===== config.mk =====
export PLATFORM = sky130hd
export DESIGN_NAME = sum_uart_tx
export DESIGN_NICKNAME = d
export VERILOG_FILES = /design/src/rtl/sum_uart_tx.sv
export SDC_FILE = /design/constraint.sdc
export NUM_CORES = 1
export LEC_CHECK = 0
export BUFFER_PORTS_ARGS = -buffer_cell sky130_fd_sc_hd__buf_2
export CORE_ASPECT_RATIO = 0.5
export CORE_UTILIZATION = 40
export CTS_CLUSTER_DIAMETER = 150
export DETAILED_ROUTE_END_ITERATION = 12
export GPL_TIMING_DRIVEN = 0
export HOLD_SLACK_MARGIN = 0.08
export PLACE_DENSITY = 0.6
export SYNTH_ARGS = -nofsm -noshare
export SYNTH_HDL_FRONTEND = slang
export SYNTH_SLANG_ARGS = --single-unit

===== constraint.sdc =====
create_clock -name clk -period 2.3 [get_ports clk]
set_clock_uncertainty 0.15 [all_clocks]
set_input_delay 0.46 -clock clk [delete_from_list [all_inputs] [get_ports clk]]
set_output_delay 0.46 -clock clk [all_outputs]
set_load 0.02 [all_outputs]

===== src/rtl/sum_uart_tx.sv =====
// Buffered 8N1 UART transmitter: bytes from the upstream adder are queued in a
// small FIFO and shifted out LSB first with no idle gap between queued frames.
module sum_uart_tx #(
  parameter int CLKS_PER_BIT = 16,
  parameter int FIFO_DEPTH   = 4
) (
  input  logic       clk,
  input  logic       rst_n,
  input  logic [7:0] data_in,
  input  logic       data_valid,
  output logic       data_ready,
  output logic       tx,
  output logic       busy,
  output logic [3:0] fifo_count,
  output logic       overflow
);

  localparam int PW = $clog2(FIFO_DEPTH);
  localparam int CW = $clog2(CLKS_PER_BIT);

  typedef enum logic [1:0] {IDLE, START, DATA, STOP} state_t;

  state_t          state, state_next;
  logic [7:0]      fifo_mem [FIFO_DEPTH];
  logic [PW-1:0]   wr_ptr, rd_ptr;
  logic            ready_en;
  logic            push, pop;
  logic [CW-1:0]   baud_cnt;
  logic [2:0]      bit_cnt;
  logic [7:0]      shift_reg;
  logic            tx_next;
  logic            baud_done;

  // ready_en keeps data_ready low until the first edge after reset release
  assign data_ready = ready_en && (fifo_count < 4'(FIFO_DEPTH));
  assign push       = data_valid && data_ready;
  assign baud_done  = (baud_cnt == CW'(CLKS_PER_BIT - 1));
  assign busy       = (state != IDLE) || (fifo_count != 4'd0);

  always_ff @(posedge clk or negedge rst_n) begin
    if (!rst_n) begin
      wr_ptr     <= '0;
      rd_ptr     <= '0;
      fifo_count <= 4'd0;
      overflow   <= 1'b0;
      ready_en   <= 1'b0;
    end else begin
      ready_en <= 1'b1;
      if (push)
        wr_ptr <= wr_ptr + PW'(1);
      if (pop)
        rd_ptr <= rd_ptr + PW'(1);
      fifo_count <= fifo_count + 4'(push) - 4'(pop);
      if (data_valid && !data_ready)
        overflow <= 1'b1;
    end
  end

  always_ff @(posedge clk) begin
    if (push)
      fifo_mem[wr_ptr] <= data_in;
  end

  // Pops happen only from IDLE or on the last STOP cycle, so STOP->START chains frames
  always_comb begin
    state_next = state;
    pop        = 1'b0;
    tx_next    = 1'b1;
    case (state)
      IDLE: begin
        if (fifo_count != 4'd0) begin
          pop        = 1'b1;
          state_next = START;
        end
      end
      START: begin
        tx_next = 1'b0;
        if (baud_done)
          state_next = DATA;
      end
      DATA: begin
        tx_next = shift_reg[0];
        if (baud_done && (bit_cnt == 3'd7))
          state_next = STOP;
      end
      STOP: begin
        if (baud_done) begin
          if (fifo_count != 4'd0) begin
            pop        = 1'b1;
            state_next = START;
          end else begin
            state_next = IDLE;
          end
        end
      end
      default: state_next = IDLE;
    endcase
  end

  // tx is registered from the current state, so the line lags the FSM by one cycle
  always_ff @(posedge clk or negedge rst_n) begin
    if (!rst_n) begin
      state     <= IDLE;
      tx        <= 1'b1;
      baud_cnt  <= '0;
      bit_cnt   <= 3'd0;
      shift_reg <= 8'd0;
    end else begin
      state <= state_next;
      tx    <= tx_next;
      if ((state_next != state) || (state == IDLE) || baud_done)
        baud_cnt <= '0;
      else
        baud_cnt <= baud_cnt + CW'(1);
      if (pop) begin
        shift_reg <= fifo_mem[rd_ptr];
        bit_cnt   <= 3'd0;
      end else if ((state == DATA) && baud_done) begin
        shift_reg <= {1'b0, shift_reg[7:1]};
        bit_cnt   <= bit_cnt + 3'd1;
      end
    end
  end

endmodule


==> qor.txt, run 1 <==
Status -> finished clean
First-pass GRT wire length -> 8.23 mm
DRC -> 0
CTS tree -> done
Commonest non-fill, non-tap cell in the layout -> edfxtp_1
Switching Share -> 0.179
Final Max Slew Viols -> 0
RePlAce Congestion -> 0.835
Fill cells -> 559
Syn Inst Count -> 194
Final core utilization -> 0.550
Core area -> 6310 um2
Row cnt -> 20
Slowest-stage cell, CP -> dfrtp_2
Yosys cell types -> 39
Net load switching power -> 480 uW
Top delay family on crit path -> buffers and inverters
Ant. Diodes -> 0
CP Buf/Inv Count -> 3
Crit-path cells -> inv_2, ha_4, nor3b_4, buf_4, nand2_1, buf_2
CTS HTree Levels -> 3
PD cells -> 773 nW/um2
Synth warn -> 0
Ranking of synthesized cells by area -> edfxtp_1, dfrtp_1, ha_1
Final net count -> 263
Largest stage delay, worst path -> 400 ps
Num ports -> 19
Clock Path Buffers -> 2
Worst setup SP type -> register
Total vias in the final route -> 1639
Synthesis-to-layout area growth -> 27.8%
HP Class -> in2reg
Drt wl/cell -> 14.9 um
Post-synthesis sequential area ratio -> 0.612
Root buffer cell -> clkbuf_16
Post-synth EDFFs -> 32
Die ar. -> 7140 um2
Die H -> 60.3 um
Final Cycle Share -> 0.962
Combinational fraction of design power -> 0.009
Hold slack -> 194 ps
Port bufs -> 18
Clk sinks -> 60
CP Data Required Time -> 1690 ps
Flop pwr share -> 0.424
Max VDD drop -> 0.000450 V
GRT Residual Overflow -> 0
Synth Flop Type -> edfxtp_1
Final Hold Vio Count -> 0
Antenna-violating nets left -> 0
Most frequent cells in the layout -> edfxtp_1, buf_2, dfrtp_1
P_int -> 2200 uW
WS Path Type -> reg2out
Critical Path Sink Type -> output port
Vias in the first global route -> 1735
Via/cell ratio -> 5.01
Drt first-iter violations -> 70
Synth Cell Area -> 2720 um2
Syn_nets -> 223
Initial antenna violation count -> 0
Avg Cell Area, Syn -> 14.0 um2
DP Cell Count -> 300
Initial DRT Pass Iterations -> 4
Worst EP arrival -> 1600 ps
Worst-path clk slew -> 50 ps
Initial Util -> 0.431
Share of layout cells above drive strength 1 -> 0.356
Fmax achieved -> 452 MHz
Clock power share -> 0.567
Final setup vio count -> 0
Synthesized flop and latch total -> 60
Number of flip-flops in the largest register -> 32
P_leak -> 0.00140 uW
Clock latency on the worst-skew pair -> 330 ps
Final Non-Filler Cells -> 327
All-Layer GR Usage -> 0.160
Critical path peak fanout -> 4
Synth top area share -> 0.354
Placed wire-length estimate -> 3.09 mm
Die Width -> 119 um
Cts bufs inserted -> 9
Tmin final -> 2210 ps
Worst-margin pin slew -> 652 ps
Rel. slew slack -> 0.565
Largest net degree at the start of global routing -> 29
FFs w/ async S/R, synth -> 0.467
Post-Route WL -> 4.88 mm
Area leader, netlist -> edfxtp_1
Maxcap violations -> 0
==> power groups by stage <==
stage               Sequential, uW  Clock [uW]  Combinational, uW
floorplan                     1160           0              0.201
global placement              1160           0               22.6
detailed placement            1160           0               24.4
CTS                           1140        1560               25.7
global route                  1140        1590               28.9
finish                        1140        1520               24.8
==> layout make-up <==
cell class | instances | area, um2 | share of cell area
plain buffers | 7 | 40.0 | 0.0115
clock buffers | 10 | 229 | 0.0660
clock inverters | 6 | 113 | 0.0325
inverters | 12 | 47.5 | 0.0137
multi-input cells | 113 | 1070 | 0.309
flip-flops and latches | 60 | 1670 | 0.481
well taps | 88 | 110 | 0.0317
repair buffers | 31 | 190 | 0.0548
==> worst paths after layout <==
kind / from / to / slack (ps) / cells after the start
worst max register to register: state[1] / fifo_count[3] / 90 / 9
worst max-delay path: fifo_count[2] / busy / 90 / 6
min in group asynchronous: rst_n / overflow / 550 / 2
worst min-delay path: data_valid / overflow / 190 / 2
max in group asynchronous: rst_n / state[1] / 980 / 2
worst min register to register: overflow / overflow / 300 / 1
==> routing by layer <==
layer / wire, um / up-vias / GRT usage / share of wire
li1: - / 782 / - / -
met1: 2410 / 829 / 0.198 / 0.49
met2: 2240 / 21 / 0.259 / 0.46
met3: 167 / 7 / 0.0601 / 0.034
met4: 63 / 0 / 0.0669 / 0.013
met5: 0 / - / 0 / 0
==> per-stage QoR <==
stage	TNS (ps)	instance area (um2)	setup slack [ps]	power, uW
after floorplan	-119	2790	-48.7	1160
after global placement	-787	2990	-275	1180
after detailed placement	-820	2990	-306	1180
after CTS	0	3410	0.962	2720
after global routing	-17.5	3470	-17.5	2760
final	0	3470	86.3	2680
==> synthesized netlist by cell type, types with 2 or more instances <==
library cell and n:
nor2_1 4, mux4_2 8, a21oi_1 4, xnor2_1 3, and2_1 4, o21ai_0 11, nand2_1 18, nor3b_1 2
xor2_1 5, buf_2 6, mux2i_1 7, a21o_1 3, inv_1 11, ha_1 17, edfxtp_1 32, nor3_1 4
nand3_1 4, o21ai_1 2, dfrtp_1 27, and3_1 3
==> cell families (layout without fill, tap and decap cells) <==
logic type                 after synthesis  after routing  share of synthesized area
buffers and inverters                   21             66                     0.0346
DFF                                     60             60                      0.612
other                                    1              1                    0.00138
xor gates and xnor gates                 8              8                     0.0258
muxes                                   15             15                     0.0922
AOI/OAI and AO/OA                       27             27                     0.0622
and+or+nand+nor                         44             44                     0.0857
adders and majority gates               18             18                     0.0857
==> timing repair <==
| item | in CTS | in global routing |
|---|---|---|
| setup endpoints to repair | 3 | 3 |
| hold endpoints to repair | 27 | 0 |
| buffers inserted | 8 | 4 |
| hold buffers | 1 | 0 |
| resized for setup | 4 | 7 |
| cloned | 0 | 0 |
| pin swaps | 3 | 5 |
==> worst register-to-register path: stages, from the launching register on <==
cell and delay (ps):
dfrtp_2 430, ha_4 190, a41oi_4 130, nor3_4 270, ha_4 170, inv_2 40
ha_1 260, a21o_1 170, a21oi_2 140, xor2_1 170
Power figures use the tool's default switching activity.
==> run 2: changes to the inputs <==
--- a/config.mk
+++ b/config.mk
@@ -10,9 +10,10 @@
 export CORE_UTILIZATION = 40
 export CTS_CLUSTER_DIAMETER = 150
 export DETAILED_ROUTE_END_ITERATION = 12
-export GPL_TIMING_DRIVEN = 0
 export HOLD_SLACK_MARGIN = 0.08
 export PLACE_DENSITY = 0.6
+export RECOVER_POWER = 100
+export REMOVE_ABC_BUFFERS = 1
 export SYNTH_ARGS = -nofsm -noshare
 export SYNTH_HDL_FRONTEND = slang
 export SYNTH_SLANG_ARGS = --single-unit
==> run 2 against run 1 <==
Against the previous run:
- fmax fell by 0.44%
- utilization fell by 1.9 points
- clock power fell by 11%
- critical path depth rose by 2
- first-iteration DRC count rose by 2.9%
- hold slack improved by 25 ps
- critical endpoint is now fifo_count[2]
- largest cell class unchanged
==> qor.txt, run 2 (synthesis results as in run 1) <==
Placed wire-length estimate -> 3.22 mm (+4.3%)
DR WL met2 -> 2.17 mm (-2.7%)
Total vias in the final route -> 1616 (-1.4%)
Worst EP arrival -> 2290 ps (+690 ps)
Worst setup SP type -> register
Post-route cell area -> 3350 um2 (-3.5%)
Metal-1 WL -> 2.23 mm (-7.5%)
P_leak -> 0.00138 uW (-2.0%)
Met3 routed WL -> 220 um (+32%)
Clk sinks -> 60 (unchanged)
Hold Path Stages -> 2 (unchanged)
Number of flip-flops in the largest register -> 32 (unchanged)
First-pass GRT wire length -> 7.82 mm (-5.0%)
PD cells -> 749 nW/um2 (-3.1%)
Combinational fraction of design power -> 0.009 (about the same)
HP Class -> in2reg
WS Path Type -> reg2reg
CTS HTree Levels -> 3 (unchanged)
Ant. Diodes -> 0 (unchanged)
Root buffer cell -> clkbuf_16
Initial DRT Pass Iterations -> 4 (unchanged)
RSZ-0062 raised after global routing -> yes
Maxcap violations -> 0 (unchanged)
RePlAce Congestion -> 0.790 (-5.4%)
Top Layer Used -> met4
Switching Share -> 0.205 (+0.0261)
Post-DP Area -> 3000 um2 (+0.54%)
CP Data Required Time -> 2360 ps (+670 ps)
Vias in the first global route -> 1629 (-6.1%)
Critical Path Sink Type -> register
Sequential cell area -> 1660 um2 (-0.30%)
Final Cycle Share -> 0.967 (+0.00422)
DRC -> 0 (unchanged)
Die H -> 60.3 um (unchanged)
Worst-path clk slew -> 50 ps (about the same)
Clock latency on the worst-skew pair -> 330 ps (about the same)
Reg2Reg Depth -> 8 (-1)
Final setup TNS -> 0 ps (unchanged)
DP Worst Slack -> -13.7 ps (+293 ps)
Row cnt -> 20 (unchanged)
GRT Residual Overflow -> 0 (unchanged)
Synthesis-to-layout area growth -> 23.4%
Area of the multi-input gates -> 992 um2 (-7.5%)
Antenna-violating nets left -> 0 (unchanged)
Final core utilization -> 0.531 (-0.0190)
Cts bufs inserted -> 9 (unchanged)
P_int -> 1990 uW (-9.4%)
Net load switching power -> 514 uW (+7.2%)
Final setup vio count -> 0 (unchanged)
Drt first-iter violations -> 72 (+2.9%)
Max VDD drop -> 0.000381 V (-15%)
CTS tree -> done
Final net count -> 263 (unchanged)
Share of layout cells above drive strength 1 -> 0.268 (-0.0879)
Status -> finished clean
Tmin final -> 2220 ps (+9.70 ps)
Port bufs -> 18 (unchanged)
Core area -> 6310 um2 (unchanged)
Final WS setup -> 76.7 ps (-9.70 ps)
Clock Path Buffers -> 2 (unchanged)
Commonest non-fill, non-tap cell in the layout -> edfxtp_1
Final Hold Vio Count -> 0 (unchanged)
Most frequent cells in the layout -> edfxtp_1, dfrtp_1, buf_4
Via/cell ratio -> 4.94 (-1.4%)
Num ports -> 19 (unchanged)
Rel. slew slack -> 0.578 (+0.0122)
Largest net degree at the start of global routing -> 29 (unchanged)
Flop pwr share -> 0.453 (+0.029)
Fill cells -> 544 (-2.7%)
Die ar. -> 7140 um2 (unchanged)
Initial Util -> 0.431 (unchanged)
Drt wl/cell -> 14.3 um (-4.1%)
Initial antenna violation count -> 0 (unchanged)
Critical path peak fanout -> 3 (-1)
Post-Route WL -> 4.68 mm (-4.1%)
Final Max Slew Viols -> 0 (unchanged)
Die Width -> 119 um (unchanged)
Worst-margin pin slew -> 634 ps (-18.3 ps)
Fmax achieved -> 450 MHz (-0.44%)
All-Layer GR Usage -> 0.153 (-0.00754)
Clock power share -> 0.538 (-0.029)
[run 2: changes by cell type in the layout (fill, tap and decap cells not counted), moves of 2 or more]
cell,delta
buf_2,-13
buf_4,+7
bufinv_16,-2
clkbuf_1,+7
dfrtp_1,+4
dfrtp_2,-4
ha_1,+5
ha_4,-5
inv_1,+5
inv_2,-4
inv_6,+4
[run 2: critical path, cell delays in order, from the launching register on]
cell and delay [ps]:
dfrtp_1 400, ha_1 240, a41oi_2 200, nor3_2 80, ha_1 280, inv_1 40
ha_1 200, fa_2 350, xor2_1 160
[run 2: final timing paths]
check	slack, ps	to	start
worst min-delay path	220	overflow	data_valid
min in group asynchronous	550	overflow	rst_n
worst min register to register	300	overflow	overflow
max in group asynchronous	1040	shift_reg[2]	rst_n
worst max register to register	80	fifo_count[2]	state[0]
worst max-delay path	80	fifo_count[2]	state[0]
[run 2: cell type report]
cell class / count / area share
Inverter: 12 / 0.0134
Clock buffer: 9 / 0.0672
Multi-Input combinational cell: 113 / 0.296
Sequential cell: 60 / 0.496
Timing Repair Buffer: 38 / 0.0695
Tap cell: 88 / 0.0329
Clock inverter: 7 / 0.0243
[run 2: timing repair]
item	CTS	global route
pin swaps	0	2
buffers inserted	0	1
hold buffers	1	0
resized for setup	1	5
endpoints found under the setup margin	1	4
hold endpoints to repair	27	0
[run 2: metrics by stage]
step | hold slack (ps) | std cells | total power, uW
floorplan | 14.4 | 185 | 1160
detailed placement | 297 | 309 | 1180
global route | 226 | 327 | 2600
CTS | 188 | 326 | 2540
global placement | 284 | 309 | 1180
finish | 218 | 327 | 2510
[run 2: power groups by stage]
stage | registers [uW] | logic, uW | clock network, uW
after detailed placement | 1160 | 24.4 | 0
final | 1140 | 22.9 | 1350
after floorplan | 1160 | 0.201 | 0
after global placement | 1160 | 22.5 | 0
after global routing | 1140 | 26.8 | 1440
after CTS | 1140 | 25.7 | 1380
[run 2: layer usage]
| metal | track usage | vias up |
|---|---|---|
| met1 | 0.187 | 806 |
| li1 | - | 779 |
| met4 | 0.0488 | 0 |
| met5 | 0 | - |
| met3 | 0.0677 | 6 |
| met2 | 0.247 | 25 |
==> run 3: changes to the inputs <==
--- a/config.mk
+++ b/config.mk
@@ -11,7 +11,7 @@
 export CTS_CLUSTER_DIAMETER = 150
 export DETAILED_ROUTE_END_ITERATION = 12
 export HOLD_SLACK_MARGIN = 0.08
-export PLACE_DENSITY = 0.6
+export PLACE_DENSITY = 0.58
 export RECOVER_POWER = 100
 export REMOVE_ABC_BUFFERS = 1
 export SYNTH_ARGS = -nofsm -noshare
==> constraint.sdc (replaced) <==
create_clock -name clk -period 2.8 [get_ports clk]
set_clock_uncertainty 0.15 [all_clocks]
set_input_delay 0.56 -clock clk [delete_from_list [all_inputs] [get_ports clk]]
set_output_delay 0.56 -clock clk [all_outputs]
set_load 0.02 [all_outputs]
==> run 3 against run 2 <==
Against the previous run:
- the flow now finishes with violations (capacitance limit, slew limit)
- count of clock-buffer cells in the layout grew 2
- sequential share of layout area increased by 3.8 points
- first-iteration DRC count increased by 56%
- routed wire length shrank 2.7%
- utilization is 3.8 points lower
- register-to-register slack better by 240 ps
- via count decreased by 6.0%
- power is 23% lower
- hold slack better by 83 ps
- global-route usage shrank 0.28 points
- setup slack better by 240 ps
- die area unchanged
- largest power group unchanged
- highest routed layer unchanged
==> qor.txt, run 3 (synthesis results as in run 1) <==
Status -> finished, violations left
Failing checks -> capacitance limit, slew limit
Initial Util -> 0.431 (unchanged)
GRT Residual Overflow -> 0 (unchanged)
Final Hold Vio Count -> 0 (unchanged)
All-Layer GR Usage -> 0.150 (-0.00281)
Most frequent cells in the layout -> edfxtp_1, dfrtp_1, clkbuf_1
Crit-path cells -> inv_1, ha_1, a41oi_1, nor3_1, ha_1, inv_1, ha_1, fa_1, xor2_1
Total vias in the final route -> 1519 (-6.0%)
# Post-CTS Setup Buffers -> 0 (unchanged)
Final Max Slew Viols -> 29 (+29)
Antenna-violating nets left -> 0 (unchanged)
DP Worst Slack -> 298 ps (+311 ps)
DP Cell Count -> 292 (-5.5%)
Cts bufs inserted -> 9 (unchanged)
Final setup vio count -> 0 (unchanged)
Worst-path clk slew -> 50 ps (about the same)
DRC -> 0 (unchanged)
Placed wire-length estimate -> 3.00 mm (-7.0%)
Largest stage delay, worst path -> 460 ps (+60 ps)
Worst-margin pin slew -> 1530 ps (+896 ps)
Vias in the first global route -> 1551 (-4.8%)
Largest net degree at the start of global routing -> 29 (unchanged)
Worst EP arrival -> 2530 ps (+240 ps)
Port bufs -> 18 (unchanged)
CTS tree -> done
WS Path Type -> reg2reg
Synthesis-to-layout area growth -> 14.6%
Number of flip-flops in the largest register -> 32 (unchanged)
Root buffer cell -> clkbuf_16
Share of layout cells above drive strength 1 -> 0.123 (-0.145)
RePlAce Congestion -> 0.877 (+11%)
CTS HTree Levels -> 3 (unchanged)
Post-Route WL -> 4.55 mm (-2.7%)
Drt first-iter violations -> 112 (+56%)
Final net count -> 244 (-7.2%)
RSZ-0062 raised after global routing -> no
Initial antenna violation count -> 0 (unchanged)
Via/cell ratio -> 4.93 (-0.20%)
P_leak -> 0.00123 uW (-10%)
Ant. Diodes -> 0 (unchanged)
Final Non-Filler Cells -> 308 (-5.8%)
Sequential cell area -> 1660 um2 (unchanged)
Worst setup SP type -> register
Commonest non-fill, non-tap cell in the layout -> edfxtp_1
First-pass GRT wire length -> 7.58 mm (-3.1%)
Most frequent CP cell -> ha_1
Tmin final -> 2480 ps (+259 ps)
Maxcap violations -> 1 (+1)
CP Data Required Time -> 2850 ps (+490 ps)
Critical Path Sink Type -> register
Rel. slew slack -> -0.0200 (-0.597)
Final WS setup -> 318 ps (+241 ps)
Final core utilization -> 0.493 (-0.0379)
Initial DRT Pass Iterations -> 4 (unchanged)
HP Class -> reg2reg
Num ports -> 19 (unchanged)
Row cnt -> 20 (unchanged)
# resized after CTS -> 0 (-1)
Clock Path Buffers -> 2 (unchanged)
Max VDD drop -> 0.000358 V (-5.9%)
Critical path peak fanout -> 8 (+5)
Clk sinks -> 60 (unchanged)
CTS hold repair buffers -> 0 (-1)
Slowest-stage cell, CP -> dfrtp_1
PD cells -> 619 nW/um2 (-17%)
Die ar. -> 7140 um2 (unchanged)
Final Cycle Share -> 0.886 (-0.0803)
Die H -> 60.3 um (unchanged)
Fill cells -> 579 (+6.4%)
Clock latency on the worst-skew pair -> 320 ps (about the same)
Drt wl/cell -> 14.8 um (+3.3%)
Core area -> 6310 um2 (unchanged)
Fmax achieved -> 403 MHz (-10%)
Area of the multi-input gates -> 948 um2 (-4.4%)
Die Width -> 119 um (unchanged)
## run 3: cell count changes in the layout (fill, tap and decap cells not counted), moves of 2 or more
cell | previous run | this run
buf_4 | 19 | 0
and2_1 | 4 | 0
inv_6 | 4 | 0
buf_2 | 10 | 1
clkbuf_1 | 8 | 19
and2_0 | 0 | 4
clkinv_2 | 0 | 2
## run 3: final timing paths
check                      cells after the start  slack, ps       endpoint     start
setup / recovery                               9        320  fifo_count[2]  state[1]
setup reg to reg                               9        320  fifo_count[2]  state[1]
hold / removal                                 1        300       overflow  overflow
min in group asynchronous                      1        460      wr_ptr[0]     rst_n
hold reg to reg                                1        300       overflow  overflow
max in group asynchronous                      1       1140    baud_cnt[2]     rst_n
## run 3: worst max-delay path, delay by kind of cell (launching register included)
| family | cells | cell delay [ps] |
|---|---|---|
| adder cells (fa/ha/maj) | 4 | 1110 |
| AO/OA/AOI/OAI | 1 | 200 |
| AND/OR/NAND/NOR | 1 | 90 |
| buffers and inverters | 2 | 170 |
| flip-flops | 1 | 460 |
| XOR/XNOR | 1 | 170 |
## run 3: stage by stage
stage | area [um2] | TNS [ps] | total power [uW] | hold WS [ps]
2_1_floorplan | 2670 | -38.1 | 950 | 114
3_3_place_gp | 2870 | 0 | 968 | 283
3_5_place_dp | 2870 | 0 | 970 | 289
4_1_cts | 3150 | 0 | 1960 | 131
5_1_grt | 3110 | 0 | 2000 | 315
6_report | 3110 | 0 | 1920 | 302
## run 3: cell type report
cell class	instances	share of cell area
Sequential cell	60	0.535
Inverter	12	0.0145
Tap cell	88	0.0354
Clock inverter	5	0.00925
Clock buffer	11	0.0780
Timing Repair Buffer	19	0.0233
Multi-Input combinational cell	113	0.305
## run 3: metal layers
metal  routed length [um]  GRT usage  vias to the layer above
li1                     -          -                      743
met1                 2160      0.171                      747
met2                 2180      0.255                       25
met3                  172     0.0592                        4
met4                   42     0.0723                        0
met5                    0          0                        -
## run 3: power by group
part           total [uW]  leakage [uW]  internal (uW)  switching, uW
clock                 973      0.000129            615            358
sequential            934      0.000618            934          0.277
combinational        17.3      0.000487           3.24           14.0
total                1920       0.00123           1550            373
